### config.mk
export PLATFORM = sky130hd
export DESIGN_NAME = alu_muldiv_flat
export DESIGN_NICKNAME = d
export VERILOG_FILES = /design/src/rtl/alu_muldiv_if.sv /design/src/rtl/alu_muldiv.sv /design/src/flat_wrapper.sv
export SDC_FILE = /design/constraint.sdc
export NUM_CORES = 1
export LEC_CHECK = 0
export ABC_AREA = 1
export CORE_MARGIN = 2
export CORE_UTILIZATION = 65
export CTS_CLUSTER_DIAMETER = 60
export DETAILED_ROUTE_END_ITERATION = 8
export MAX_ROUTING_LAYER = met4
export PLACE_DENSITY = 0.93
export SYNTH_ARGS = -nofsm -noshare
export SYNTH_HDL_FRONTEND = slang
export SYNTH_SLANG_ARGS = --single-unit
export TNS_END_PERCENT = 50
### constraint.sdc
create_clock -name clk_i -period 7.5 [get_ports clk_i]
set_clock_uncertainty 0.1 [all_clocks]
set_input_delay 1.125 -clock clk_i [delete_from_list [all_inputs] [get_ports clk_i]]
set_output_delay 1.125 -clock clk_i [all_outputs]
set_load 0.1 [all_outputs]
### src/rtl/alu_muldiv_if.sv
`timescale 1ns/1ps
// alu_muldiv_if: request/response handshake bundle for the multiply/divide unit
interface alu_muldiv_if #(parameter int XLEN = 32);
    logic            req_valid;
    logic            req_ready;
    logic [2:0]      op;
    logic [XLEN-1:0] src_a;
    logic [XLEN-1:0] src_b;
    logic            kill;
    logic            rsp_valid;
    logic            rsp_ready;
    logic [XLEN-1:0] result;
    logic            busy;
    modport master (
        output req_valid, op, src_a, src_b, kill, rsp_ready,
        input  req_ready, rsp_valid, result, busy
    );
    modport slave (
        input  req_valid, op, src_a, src_b, kill, rsp_ready,
        output req_ready, rsp_valid, result, busy
    );
endinterface

### src/rtl/alu_muldiv.sv
`timescale 1ns/1ps
// alu_muldiv: iterative radix-2 RV32M multiply/divide unit with valid/ready handshakes and kill
module alu_muldiv #(
    parameter int XLEN         = 32,
    parameter bit FAST_SPECIAL = 1'b1
) (
    input logic         clk_i,
    input logic         rst_i,
    alu_muldiv_if.slave bus
);
    localparam int CW = $clog2(XLEN);
    typedef enum logic [1:0] {IDLE, BUSY, DONE} state_e;
    state_e            state_q, state_d;
    logic [CW-1:0]     cnt_q, cnt_d;
    logic [2:0]        op_q, op_d;
    logic [2*XLEN-1:0] acc_q, acc_d, acc_step, prod;
    logic [XLEN-1:0]   opnd_q, opnd_d, res_q, res_d;
    logic              neg_q, neg_d, spec_q, spec_d;
    logic              is_div, sign_a, sign_b, div_zero, ovf;
    logic [XLEN-1:0]   mag_a, mag_b, spec_res, div_val, fin_res;
    logic [XLEN:0]     mul_sum, div_cand, div_diff;

    // request decode: operand signedness, magnitudes and the fixed results of the special divides
    always_comb begin
        is_div   = bus.op[2];
        sign_a   = bus.src_a[XLEN-1] & (is_div ? ~bus.op[0] : bus.op[1] ^ bus.op[0]);
        sign_b   = bus.src_b[XLEN-1] & (is_div ? ~bus.op[0] : bus.op[1:0] == 2'b01);
        mag_a    = sign_a ? -bus.src_a : bus.src_a;
        mag_b    = sign_b ? -bus.src_b : bus.src_b;
        div_zero = is_div && bus.src_b == '0;
        ovf      = is_div && !bus.op[0] && bus.src_a == {1'b1, {(XLEN-1){1'b0}}} && &bus.src_b;
        spec_res = div_zero ? (bus.op[1] ? bus.src_a : '1) : (bus.op[1] ? '0 : bus.src_a);
    end

    // one radix-2 step (shift-add multiply or restoring divide) and the sign-corrected final result
    always_comb begin
        mul_sum  = {1'b0, acc_q[2*XLEN-1:XLEN]} + (acc_q[0] ? {1'b0, opnd_q} : '0);
        div_cand = acc_q[2*XLEN-1:XLEN-1];
        div_diff = div_cand - {1'b0, opnd_q};
        acc_step = !op_q[2]       ? {mul_sum, acc_q[XLEN-1:1]}
                 : div_diff[XLEN] ? {div_cand[XLEN-1:0], acc_q[XLEN-2:0], 1'b0}
                 :                  {div_diff[XLEN-1:0], acc_q[XLEN-2:0], 1'b1};
        prod     = neg_q ? -acc_step : acc_step;
        div_val  = op_q[1] ? acc_step[2*XLEN-1:XLEN] : acc_step[XLEN-1:0];
        fin_res  = op_q[2] ? (neg_q ? -div_val : div_val)
                 : op_q[1:0] == 2'b00 ? prod[XLEN-1:0] : prod[2*XLEN-1:XLEN];
    end

    // control: accept in IDLE, iterate in BUSY, hold the result in DONE; kill aborts BUSY/DONE
    always_comb begin
        state_d = state_q;
        cnt_d   = cnt_q;
        op_d    = op_q;
        acc_d   = acc_q;
        opnd_d  = opnd_q;
        res_d   = res_q;
        neg_d   = neg_q;
        spec_d  = spec_q;
        if (state_q == IDLE) begin
            if (bus.req_valid) begin
                op_d    = bus.op;
                acc_d   = {{XLEN{1'b0}}, is_div ? mag_a : mag_b};
                opnd_d  = is_div ? mag_b : mag_a;
                neg_d   = (is_div && bus.op[1]) ? sign_a : sign_a ^ sign_b;
                spec_d  = div_zero || ovf;
                res_d   = spec_res;
                cnt_d   = CW'(XLEN - 1);
                state_d = (spec_d && FAST_SPECIAL) ? DONE : BUSY;
            end
        end else if (bus.kill) begin
            state_d = IDLE;
        end else if (state_q == BUSY) begin
            acc_d = acc_step;
            cnt_d = cnt_q - 1'b1;
            if (cnt_q == '0) begin
                state_d = DONE;
                res_d   = spec_q ? res_q : fin_res;
            end
        end else if (bus.rsp_ready) begin
            state_d = IDLE;
        end
    end

    // state and datapath registers, cleared by reset
    always_ff @(posedge clk_i) begin
        if (rst_i) begin
            state_q <= IDLE;
            cnt_q   <= '0;
            op_q    <= '0;
            acc_q   <= '0;
            opnd_q  <= '0;
            res_q   <= '0;
            neg_q   <= 1'b0;
            spec_q  <= 1'b0;
        end else begin
            state_q <= state_d;
            cnt_q   <= cnt_d;
            op_q    <= op_d;
            acc_q   <= acc_d;
            opnd_q  <= opnd_d;
            res_q   <= res_d;
            neg_q   <= neg_d;
            spec_q  <= spec_d;
        end
    end

    assign bus.req_ready = state_q == IDLE;
    assign bus.rsp_valid = state_q == DONE;
    assign bus.busy      = state_q != IDLE;
    assign bus.result    = state_q == DONE ? res_q : '0;
endmodule

### src/flat_wrapper.sv
// flat-port wrapper written by rule: the top's interface ports become plain ports
module alu_muldiv_flat 
#(
    parameter int XLEN         = 32,
    parameter bit FAST_SPECIAL = 1'b1
)
  (clk_i, rst_i, bus_req_valid, bus_op, bus_src_a, bus_src_b, bus_kill, bus_rsp_ready, bus_req_ready, bus_rsp_valid, bus_result, bus_busy);
  alu_muldiv_if #(.XLEN(XLEN)) bus_i ();
  input logic clk_i;
  input logic rst_i;
  input wire logic [$bits(bus_i.req_valid)-1:0] bus_req_valid;
  input wire logic [$bits(bus_i.op)-1:0] bus_op;
  input wire logic [$bits(bus_i.src_a)-1:0] bus_src_a;
  input wire logic [$bits(bus_i.src_b)-1:0] bus_src_b;
  input wire logic [$bits(bus_i.kill)-1:0] bus_kill;
  input wire logic [$bits(bus_i.rsp_ready)-1:0] bus_rsp_ready;
  output wire logic [$bits(bus_i.req_ready)-1:0] bus_req_ready;
  output wire logic [$bits(bus_i.rsp_valid)-1:0] bus_rsp_valid;
  output wire logic [$bits(bus_i.result)-1:0] bus_result;
  output wire logic [$bits(bus_i.busy)-1:0] bus_busy;
  assign bus_i.req_valid = bus_req_valid;
  assign bus_i.op = bus_op;
  assign bus_i.src_a = bus_src_a;
  assign bus_i.src_b = bus_src_b;
  assign bus_i.kill = bus_kill;
  assign bus_i.rsp_ready = bus_rsp_ready;
  assign bus_req_ready = bus_i.req_ready;
  assign bus_rsp_valid = bus_i.rsp_valid;
  assign bus_result = bus_i.result;
  assign bus_busy = bus_i.busy;
  alu_muldiv #(.XLEN(XLEN), .FAST_SPECIAL(FAST_SPECIAL)) u_core (.clk_i(clk_i), .rst_i(rst_i), .bus(bus_i));
endmodule
==> impl.org <==
** Clock tree
- Hold-fix buffers at CTS :: 0
- TritonCTS built the clock tree.
- Counting the buffers created by CTS gives 17.
- Post-CTS Setup Bufs :: 0
- H-Tree Level Count :: 4
- Clock Latency Late Sink :: 0.46 ns
- Clock-pin slew was measured on the worst setup and hold paths at 0.07 ns.
- Counting every sink on the clock net gives 140.
- Buffer depth of the longest clock path :: 2
- Once the clock tree was built, the resizer swapped 0 gates to a different size.
- The tree is rooted in a sky130_fd_sc_hd__clkbuf_16.

** Placement
- Placed instance count :: 3963
- Detailed placement ended at an HPWL of 66000 um.
- OpenSTA, run right after detailed placement, puts the worst setup slack at 2.14 ns.
- Final GP Congestion :: 1.14
- Placed Area :: 0.0203 mm2
- I/O Buffers :: 106

** Timing
- Final hold analysis gives a worst-case slack of 0.410 ns.
- Achievable clock frequency :: 0.178 GHz
- In the final timing run, aggregate negative setup slack is 0 ns.
- Number of hold violations in the final report :: 0
- Setup repair after global routing left no endpoint under its margin.
- The worst path meets setup with 1.88 ns of slack.
- For the finished layout, the period the worst path requires is 5.62 ns.
- Setup violators final :: 0
- Headroom to the max-slew limit :: 0.0216
- Worst Tran Pin Value :: 1.45 ns
- Period utilisation layout :: 0.750
- Total count of max-transition violations in the final report :: 0

** Floorplanning
- Initial core utilization :: 0.661
- In this run the vertical extent of the chip is 175 um.
- Boundary Pins :: 107
- Row count :: 62
- Die area :: 0.0306 mm2
- Core Area :: 0.0288 mm2
- Horizontal die dimension :: 175 um

** Global route
- In the global route stage, overall resource usage came out at 0.569.
- Largest net degree at the start of global routing :: 97
- Remaining global-route overflow :: 0
- The first global-routing pass estimated 129000 um of wire.
- Number of global-route vias before repair :: 22100
- The number of antenna violations at the first check in global routing came to 3.

** Synthesis
- Of the total synthesized cell area, the portion taken by AND, OR, NAND and NOR gates is 0.431.
- Of the total synthesized cell area, the portion taken by XOR and XNOR cells is 0.0479.
- For this run, the register share of the synthesized area comes to 0.147.
- In the synthesized netlist the async set-or-reset flop fraction comes to 0.
- After synthesis the cells add up to 0.0190 mm2.
- Dominant combinational cell family by area after synthesis :: simple AND/OR/NAND/NOR gates
- The share of the synthesized area in compound gates (AO/OA/AOI/OAI) came to 0.187.
- Synthesis handed over a netlist of 3573 instances.
- Synthesis instantiated 57 different standard cells from the library.
- Synthesis-stage register bit count :: 140
- Of the total synthesized cell area, the portion taken by full adders, half adders and majority gates is 0.0495.
- After synthesis, the share of cell area in mux cells is 0.
- Leading register cell type out of synthesis :: sky130_fd_sc_hd__dfxtp_1
- Number of enable-type register cells in the synthesized netlist :: 0
- Number of nets in the synthesized netlist :: 3719
- Avg Inst Size Synth :: 5.32 um2
- During synthesis, Yosys emitted a total of 0 warnings.

** Final layout
- Post-layout instance count excluding filler cells :: 3997
- The multi-input combinational cells in the finished layout cover a total of 0.0136 mm2.
- Finished layout cell area :: 0.0208 mm2
- The area growth from synthesis to layout is 9.53%.
- The sequential cells in the finished layout cover a total of 0.00281 mm2.
- In the final design database the tool counted 3744 nets.
- Fill cells in the final layout number 2708.
- In the final layout, the share of cells above drive strength 1 is 0.0493.

** Pwr
- The analysis attributes to net switching a power of 2370 uW.
- Of the total power, the share spent switching nets is 0.542.
- The analysis attributes to cell leakage a power of 0.0105 uW.
- Clock group share of total power :: 0.195
- The internal portion of the total power is 2000 uW.
- Sequential Power Share :: 0.211
- Combinational power share :: 0.594
- Pwr/cell area :: 210 mW/mm2
- Worst voltage drop across the vdd grid :: 0.173 mV

** Outcome
- The run finished, with violations left.
- Violations in the final reports :: DRC

** Detailed routing
- First-pass detailed-route iteration total :: 9
- In the final routed layout, each cell accounts on average for 21.6 um.
- After detailed routing, the number of remaining DRC violations is 7.
- Initial detailed-routing violation count :: 4822
- Remaining number of nets flagged by the antenna check after routing :: 0
- DR vias :: 25200
- Wires add up to 86300 um.
- Vias per cell :: 6.30

** Setup path
- The worst setup path is launched from a flip-flop.
- The setup path with the least slack is of type reg -> reg.
- In this design, the critical path's most frequently occurring cell is sky130_fd_sc_hd__nand2_1.
- Critical path required time :: 7.78 ns
- Maximum fanout along the worst path :: 36
- Arrival @ worst endpoint :: 5.91 ns
- STA classifies the critical path endpoint as a flip-flop.
- On the worst path, the slowest cell contributes a delay of 0.39 ns.
- Among all stages on the critical path, the largest delay is contributed by sky130_fd_sc_hd__fa_1.

** Min path
- Tightest Hold Check Type :: reg -> reg

** Flow run
- Max cap viols :: 0
==> state kept, by name, summed over array words and instances, names as in the netlist <==
signal and cells:
u_core.acc_q 64, u_core.op_q 3, u_core.neg_q 1, u_core.res_q 32, u_core.spec_q 1, u_core.cnt_q 5, u_core.opnd_q 32, u_core.state_q 2
==> layout make-up <==
cell class | count | area share
well taps | 384 | 0.0231
multi-input cells | 2763 | 0.654
inverters | 527 | 0.0950
clock buffers | 20 | 0.0214
diodes | 3 | 0.000360
repair buffers | 149 | 0.0664
clock inverters | 11 | 0.00457
flip-flops and latches | 140 | 0.135
==> worst paths after layout <==
kind,startpoint,endpoint,slack [ns],cells after the start
setup / recovery,u_core.acc_q[31]$_SDFFE_PP0P_,u_core.res_q[18]$_SDFFE_PP0P_,1.88,35
setup reg to reg,u_core.acc_q[31]$_SDFFE_PP0P_,u_core.res_q[18]$_SDFFE_PP0P_,1.88,35
hold reg to reg,u_core.cnt_q[4]$_SDFFE_PP0P_,u_core.cnt_q[4]$_SDFFE_PP0P_,0.41,2
hold / removal,u_core.cnt_q[4]$_SDFFE_PP0P_,u_core.cnt_q[4]$_SDFFE_PP0P_,0.41,2
==> critical path: cells and delay by family, from the launching register on <==
kind / cells / cell delay (ns)
and+or+nand+nor: 26 / 3.69
adders and majority gates: 3 / 0.77
buffers and inverters: 5 / 0.47
DFF: 1 / 0.33
AOI/OAI and AO/OA: 1 / 0.16
==> per-layer routing <==
metal  routed length (um)  part of all wire  global-route usage  vias up
li1                     -                 -                   -    11500
met1                30900              0.36               0.685    11000
met2                32600              0.38               0.771     2194
met3                15400              0.18               0.236      527
met4                 7390             0.086               0.373        0
met5                    0                 0                   -        -
==> layout by cell type (no fill, tap or decap), types with 24 or more instances in the layout <==
cell type	Yosys	final
sky130_fd_sc_hd__nand2_1	1127	1127
sky130_fd_sc_hd__inv_1	517	516
sky130_fd_sc_hd__nor2_1	375	373
sky130_fd_sc_hd__nand3_1	257	257
sky130_fd_sc_hd__a21oi_1	247	247
sky130_fd_sc_hd__o21ai_0	236	236
sky130_fd_sc_hd__dfxtp_1	140	137
sky130_fd_sc_hd__clkdlybuf4s50_1	0	106
sky130_fd_sc_hd__xor2_1	84	84
sky130_fd_sc_hd__ha_1	72	72
sky130_fd_sc_hd__buf_4	6	43
sky130_fd_sc_hd__a31oi_1	40	40
sky130_fd_sc_hd__nor3_1	38	38
sky130_fd_sc_hd__nand4_1	36	36
sky130_fd_sc_hd__nand2_2	28	28
sky130_fd_sc_hd__o211ai_1	24	24
==> power by group through the flow <==
stage          sequential, uW  clock, uW  combinational, uW
3_3_place_gp              925          0               2390
6_report                  920        851               2590
3_5_place_dp              926          0               2400
2_1_floorplan             884          0               1680
5_1_grt                   926        864               2730
4_1_cts                   912        831               2410
==> cell families (layout without fill, tap and decap cells) <==
| group | count (synthesis) | count (layout) |
|---|---|---|
| simple gates | 1947 | 1947 |
| buf+inv | 670 | 707 |
| compound gates | 638 | 638 |
| flops | 140 | 140 |
| xor+xnor | 104 | 104 |
| fa+ha+maj | 74 | 74 |
| other cells | 0 | 3 |
==> synthesized netlist by cell type (16+ instances only) <==
cell                       number  share of area
sky130_fd_sc_hd__nand2_1     1127           0.22
sky130_fd_sc_hd__a21oi_1      247          0.065
sky130_fd_sc_hd__inv_1        517           0.10
sky130_fd_sc_hd__o221ai_1      16         0.0074
sky130_fd_sc_hd__nand4_1       36          0.012
sky130_fd_sc_hd__nand2_2       28         0.0092
sky130_fd_sc_hd__a31oi_1       40          0.013
sky130_fd_sc_hd__o211ai_1      24         0.0095
sky130_fd_sc_hd__dfxtp_1      140           0.15
sky130_fd_sc_hd__ha_1          72          0.047
sky130_fd_sc_hd__buf_1         16         0.0032
sky130_fd_sc_hd__xnor2_1       20         0.0092
sky130_fd_sc_hd__nor3_1        38          0.010
sky130_fd_sc_hd__nor2_1       375          0.074
sky130_fd_sc_hd__buf_2         18         0.0047
sky130_fd_sc_hd__nand3_1      257          0.068
sky130_fd_sc_hd__xor2_1        84          0.039
sky130_fd_sc_hd__clkbuf_1      98          0.019
sky130_fd_sc_hd__o21ai_0      236          0.062
==> metrics by stage <==
step,utilization,total power (uW)
finish,0.724,4360
global route,0.724,4520
CTS,0.724,4150
detailed placement,0.705,3320
global placement,0.705,3310
floorplan,-,2560
Note: power is estimated with default switching activity, not from simulation.
